$ cat src/rtl/panxi_pc_gen.sv
// panxi_pc_gen: next-PC generator for the PANXI IFU.
// Arbitrates prioritised redirect channels (index 0 highest), issues fetch
// addresses over a valid/ready request, and supports pipeline hold and a
// debug HALT state.
// Optional feature macro: PANXI_PC_ALIGN_CHK_EN rejects misaligned redirect
// targets and reports them on misalign_o / err_addr_o.
//
// Handshake: the request transfers on a clock edge where req_valid_o and
// req_ready_i are both 1. While ready is low the request stays up with the
// same address unless a redirect, hold or halt changes it.
module panxi_pc_gen #(
    parameter int          AW      = 32,
    parameter logic [AW-1:0] RST_VEC = '0,
    parameter int          STEP    = 4,
    parameter int          N_RDR   = 2,
    localparam int         IW      = (N_RDR > 1) ? $clog2(N_RDR) : 1
) (
    input  logic              clk,
    input  logic              rst,
    input  logic              rst_jtag_i,
    input  logic [N_RDR-1:0]  rdr_vld_i,
    input  logic [N_RDR*AW-1:0] rdr_addr_i,
    input  logic              hold_i,
    input  logic              halt_req_i,
    input  logic              req_ready_i,
    output logic              req_valid_o,
    output logic [AW-1:0]     req_addr_o,
    output logic              halted_o,
    output logic [IW-1:0]     rdr_idx_o,
    output logic              rdr_taken_o,
    output logic              misalign_o,
    output logic [AW-1:0]     err_addr_o
);

    typedef enum logic [1:0] {
        ST_BOOT = 2'd0,
        ST_RUN  = 2'd1,
        ST_HALT = 2'd2
    } state_t;

    state_t          state_q, state_d;
    logic [AW-1:0]   pc_q, pc_d;
    logic            rdr_taken_q, rdr_taken_d;
    logic [IW-1:0]   rdr_idx_q, rdr_idx_d;

    logic            rst_all;
    logic            fire;
    logic            rdr_any;
    logic [IW-1:0]   win_idx;
    logic [AW-1:0]   win_addr;
    logic            win_bad;

    assign rst_all = rst | rst_jtag_i;

    // Only combinational output path: request valid from state and hold.
    assign req_valid_o = (state_q == ST_RUN) & ~hold_i;
    assign fire        = req_valid_o & req_ready_i;

    // Fixed-priority arbitration: lowest set index wins.
    always_comb begin
        rdr_any  = 1'b0;
        win_idx  = '0;
        win_addr = '0;
        for (int k = N_RDR - 1; k >= 0; k--) begin
            if (rdr_vld_i[k]) begin
                rdr_any  = 1'b1;
                win_idx  = IW'(k);
                win_addr = rdr_addr_i[k*AW +: AW];
            end
        end
    end

`ifdef PANXI_PC_ALIGN_CHK_EN
    // A misaligned winner is rejected outright; lower channels are not retried.
    assign win_bad = rdr_any & (win_addr[1:0] != 2'b00);
`else
    assign win_bad = 1'b0;
`endif

    // Next PC: redirect > hold > handshake > keep.
    always_comb begin
        pc_d = pc_q;
        if (rdr_any) begin
            if (!win_bad) begin
                pc_d = win_addr;
            end
        end else if (hold_i) begin
            pc_d = pc_q;
        end else if (fire) begin
            pc_d = pc_q + AW'(STEP);
        end
    end

    // Next state: BOOT lasts one cycle; halt_req_i level moves RUN <-> HALT.
    always_comb begin
        state_d = state_q;
        case (state_q)
            ST_BOOT: state_d = ST_RUN;
            ST_RUN:  if (halt_req_i)  state_d = ST_HALT;
            ST_HALT: if (!halt_req_i) state_d = ST_RUN;
            default: state_d = ST_BOOT;
        endcase
    end

    // Redirect report, registered one cycle after the redirect is applied.
    always_comb begin
        rdr_taken_d = rdr_any & ~win_bad;
        rdr_idx_d   = win_idx;
    end

    // State, PC and redirect report registers.
    always_ff @(posedge clk) begin
        if (rst_all) begin
            state_q     <= ST_BOOT;
            pc_q        <= RST_VEC;
            rdr_taken_q <= 1'b0;
            rdr_idx_q   <= '0;
        end else begin
            state_q     <= state_d;
            pc_q        <= pc_d;
            rdr_taken_q <= rdr_taken_d;
            rdr_idx_q   <= rdr_idx_d;
        end
    end

`ifdef PANXI_PC_ALIGN_CHK_EN
    logic            misalign_q, misalign_d;
    logic [AW-1:0]   err_addr_q, err_addr_d;

    // Misalign pulse and sticky record of the last rejected target.
    always_comb begin
        misalign_d = win_bad;
        err_addr_d = win_bad ? win_addr : err_addr_q;
    end

    // Misalign report registers.
    always_ff @(posedge clk) begin
        if (rst_all) begin
            misalign_q <= 1'b0;
            err_addr_q <= '0;
        end else begin
            misalign_q <= misalign_d;
            err_addr_q <= err_addr_d;
        end
    end

    assign misalign_o = misalign_q;
    assign err_addr_o = err_addr_q;
`else
    assign misalign_o = 1'b0;
    assign err_addr_o = '0;
`endif

    assign req_addr_o  = pc_q;
    assign halted_o    = (state_q == ST_HALT);
    assign rdr_taken_o = rdr_taken_q;
    assign rdr_idx_o   = rdr_idx_q;

endmodule

$ cat config.mk
export PLATFORM = sky130hd
export DESIGN_NAME = panxi_pc_gen
export DESIGN_NICKNAME = d
export VERILOG_FILES = /design/src/rtl/panxi_pc_gen.sv
export SDC_FILE = /design/constraint.sdc
export NUM_CORES = 1
export LEC_CHECK = 0
export CAP_MARGIN = 30
export CORE_MARGIN = 3
export CORE_UTILIZATION = 40
export CTS_CLUSTER_DIAMETER = 60
export CTS_CLUSTER_SIZE = 28
export DETAILED_ROUTE_END_ITERATION = 7
export PLACE_DENSITY = 0.82
export SLEW_MARGIN = 20
export SYNTH_ARGS = -nofsm -noshare
export SYNTH_HDL_FRONTEND = slang
export SYNTH_SLANG_ARGS = --single-unit
$ cat constraint.sdc
create_clock -name clk -period 4.8 [get_ports clk]
set_input_delay 1.2 -clock clk [delete_from_list [all_inputs] [get_ports clk]]
set_output_delay 1.2 -clock clk [all_outputs]
set_load 0.05 [all_outputs]
# [Word-level counts from Yosys, hierarchy flattened]
# Cells that the tools add are included.
[totals] register_bits=36 output_inout_bits=69
[op_classes] add_sub_neg=1 eq_ne=5 mux=10 bitwise_logic=4 reduce_logical=5
[op_table] operator="$mux W32" n=5
[op_table] operator="$add A32 B3 Y32 const B" n=1
[op_table] operator="$pmux W2 S3" n=1
[op_table] operator="$mux W2" n=2
[op_table] operator="$ne A2 B2 Y1 const B" n=2
[op_table] operator="$reduce_and A2 Y1" n=2
[op_table] operator="$and A1 B1 Y1" n=2
[op_table] operator="$eq A2 B1 Y1 const B" n=1
[op_table] operator="$eq A2 B2 Y1 const B" n=1
[op_table] operator="$logic_not A2 Y1" n=1
[op_table] operator="$mux W1" n=2
[op_table] operator="$ne A2 B1 Y1 const B" n=1
[op_table] operator="$reduce_bool A2 Y1" n=1
[op_table] operator="$reduce_or A2 Y1" n=1
[op_table] operator="$not A1 Y1" n=1
[op_table] operator="$or A1 B1 Y1" n=1

# [Longest topological paths before layout]
[depth] word_depth=6 depth_mapped=8

# [Least setup slack after synthesis]
# No wires, ideal clock.
[synth_path] path_type="input to output" from="input port hold_i" to="output port req_valid_o" arrival_time_ns=2.344 slack_ns=1.256 path_stages=1 n_path_buf=0 path_cell_list="nor3b_1"
[synth_via] elab_chain_cells=2
[synth_rtl] element="start, declared" line_no="23" source="input logic hold_i,"
[synth_rtl] element="$not A1 Y1" line_no="56" source="assign req_valid_o = (state_q == ST_RUN) & ~hold_i;"
[synth_rtl] element="$and A1 B1 Y1" line_no="56"
[synth_rtl] element="end, declared" line_no="26" source="output logic req_valid_o,"
# No other way between the ends.

# [Worst setup path in the final report]
# Same ends and word-level chain as after synthesis.

==> summary.md <==
| Metric | Value |
|---|---|
| Worst setup EP type | output port |
| Synthesis-to-finish area growth | 40.61% |
| Die width | 87.11 µm |
| Clock skew | approximately 0.013 ns |
| Leak | 1.371 nW |
| Grt peak-use layer | met2 |
| Grt met2 use | between 30 and 40% |
| Pwr dens | 221.7 nW/µm² |
| Critical path's top delay family | buffers and inverters |
| Drt via density | 5.779 |
| Largest net degree at the start of global routing | 29 |
| Die ar. | around 7600 µm² |
| Port buffer count | 107 |
| WS Path Type | input port to output port |
| Mapped cell area | about 2600 µm² |
| Number of synthesized flops with an enable pin | 0 |
| Share of layout cells above drive strength 1 | 6.881% |
| Post-route non-filler standard cell count | 511 |
| Dpl hpwl | 6386 µm |
| Mapped Cells | 335 |
| Vias in the first global route | about 2,700 |
| Hold buffer count at CTS | 0 |
| Crit-path cells | clkdlybuf4s50_1 -> nor3b_1 -> clkdlybuf4s50_1 |
| Maximum VDD drop | 0.1484 mV |
| Rel. slew slack | 47.55% |
| Slew @ Worst Pin | 0.7852 ns |
| Placed Cells | 503 |
| Clk sink count | 36 |
| Yosys top cell area share | 27.39% |
| Final min period | 3.860 ns |
| Cell Rows | 28 |
| Final TNS setup | 0 ns |
| Max Buffers Root-to-Sink | 2 |
| Critical path startpoint | hold_i |
| Reg clk slew, reported paths | around 0.070 ns |
| Final period util | 80.41% |
| Cts repair resizes | 0 |
| Mean post-synth cell area | 7.855 µm² |
| Worst min-delay path category | flop to flop |
| Post-Place Worst Slack | ~0.94 ns |
| GP Congestion | approximately 0.94 |
| WP buf/inv | 2 |
| # IOs | 141 |
| RSZ-0062 raised after global routing | false |
| Final setup viols | 0 |
| Core Area | 6131 µm² |
| Worst endpoint data arrival time | 2.66 ns |
| Final WL | around 8600 µm |
| Max Cap Viol | 0 |
| Post-CTS setup buffer count | 0 |
| Synth top area cells | dfxtp_1 27%, buf_4 9.7%, a21oi_1 5.7% |
| Slowest CP cell | clkdlybuf4s50_1 |
| CTS tree | done |
| GRT met3 Usage | 5.014% |
| #FFs+latches synth | 36 |
| Hold Crit Start | req_addr_o[3]$_SDFFE_PP0P_ |
| Initial core utilization | 42.92% |
| Wire length per cell after detailed routing | approximately 17 µm |
| Ant. Diodes | 0 |
| Clk root buf | clkbuf_8 |
| Fraction of registers with async set/reset | 0% |
| Die Ht | approximately 87 µm |
| Min Hold Slack | 0.5337 ns |
| First-pass GRT wire length | 13,330 µm |
| Worst r2r src | state_q[1]$_SDFFE_PP0P_ |
| H-tree levels | 2 |
| DRC Markers | 0 |
| Primary FF master, synth | dfxtp_1 |
| Fin. max-slew vios | 0 |
| Synth warnings | 0 |
| Distinct cells, synth | 56 |
| Setup ws final | 0.9402 ns |
| Drt pass-1 iters | 5 |
| Via count | 2,953 |
| Final Hold Fails | 0 |
| Routing usage on met1 | 29.47% |
| Nets | 508 |
| Clk_lat worst skew | 0.30 ns |
| Pwr Total | roughly 0.82 mW |
| Worst EP required | 3.60 ns |
| Initial antenna violation count | 0 |
| Status | finished clean |
| Most Frequent Cell on Critical Path | clkdlybuf4s50_1 |
| Crit Path Max Fanout | 3 |
| DRT iter0 DRCs | 341 |
| Crit path largest cell delay | slightly above 0.8 ns |
| Post-route ant nets | 0 |
| F_max | 259.1 MHz |
| All-Layer GR Usage | 21.89% |
| Setup crit start kind | input port |
| Grt ovf | 0 |
| Yosys top cell by area | dfxtp_1 |
| TritonCTS Buffers | 5 |
| Post-synthesis sequential area ratio | 27.39% |
-- power by group --
part / internal [mW] / switching [mW] / leakage [nW] / total [mW]
clock network: 0.115 / 0.111 / 0.0510 / 0.225
registers: 0.310 / 0.0166 / 0.294 / 0.327
logic: 0.103 / 0.165 / 1.03 / 0.268
-- worst min-delay path, delay by kind of cell (launching register included) --
kind	cells	cell delay [ns]
AOI/OAI and AO/OA	1	0.05
DFF	1	0.36
and+or+nand+nor	1	0.07
-- synthesized netlist by cell type (2+ instances only) --
cell      number
a211oi_1       5
a21oi_1       30
a221o_1        3
a222oi_1       4
a22oi_1       16
a31oi_1        5
and3_1         9
buf_2          4
buf_4         34
clkbuf_1      11
clkbuf_8       3
dfxtp_1       36
inv_1          4
mux2i_1        4
nand2_1       20
nand3_1       21
nand4_1        8
nor2_1        24
nor2b_1        2
nor3_1         8
nor4_1         2
nor4_2         2
nor4b_4        2
o211ai_1       2
o21ai_0       23
o221ai_1       5
o22ai_1        8
or2_2          3
or3_1          3
xor2_1         8
-- stage by stage --
stage               area (µm²)  utilization [%]
global placement          3607            58.84
global route              3700            60.35
detailed placement        3607            58.84
CTS                       3700            60.35
floorplan                 2751                -
finish                    3700            60.35
-- cells in the final DEF (no fill, tap or decap), types with 4 or more instances in the layout --
cell,count
a211oi_1,5
a21oi_1,30
a222oi_1,4
a22oi_1,16
a31oi_1,5
and3_1,9
buf_4,7
clkbuf_8,6
clkdlybuf4s50_1,107
conb_1,33
dfxtp_1,36
inv_1,4
mux2i_1,4
nand2_1,20
nand3_1,21
nand4_1,8
nor2_1,24
nor3_1,8
o21ai_0,23
o221ai_1,5
o22ai_1,8
xor2_1,8
-- final timing paths --
kind / to / slack [ns] / depth (start not counted)
worst max register to register: req_addr_o[23]$_SDFFE_PP0P_ / 2.61 / 5
worst max-delay path: req_valid_o / 0.94 / 3
worst min-delay path: req_addr_o[3]$_SDFFE_PP0P_ / 0.53 / 2
worst min register to register: req_addr_o[3]$_SDFFE_PP0P_ / 0.53 / 2
-- cell type report --
type | instances | area, µm²
clock buffers | 6 | 82.58
clock inverters | 2 | 10.01
fillers | 562 | 2431
inverters | 5 | 18.77
multi-input cells | 273 | 1650
flip-flops and latches | 36 | 720.7
well taps | 75 | 93.84
repair buffers | 114 | 1124
-- flip-flops by register name, indices dropped and copies added, names as in the netlist --
| register | count |
|---|---|
| rdr_idx_o | 1 |
| state_q | 2 |
| rdr_taken_o | 1 |
| req_addr_o | 32 |
-- layer usage --
layer	vias to the layer above	wire, µm	part of all wire [%]
met5	-	0	0
met4	0	94	1.1
met3	15	901	11
met2	164	3965	46
met1	1375	3598	42
li1	1399	-	-
-- cells by family (layout without fill, tap and decap cells) --
group	count (synthesis)	in the layout	share of synthesized area (%)
adder cells (fa/ha/maj)	2	2	0.8559
AO/OA/AOI/OAI	107	107	25.96
XOR/XNOR	9	9	2.996
multiplexers	4	4	1.522
buffers and inverters	58	127	14.45
flip-flops	36	36	27.39
other	1	33	0.1425
AND/OR/NAND/NOR	118	118	26.68
Note: power is estimated with default switching activity, not from simulation.
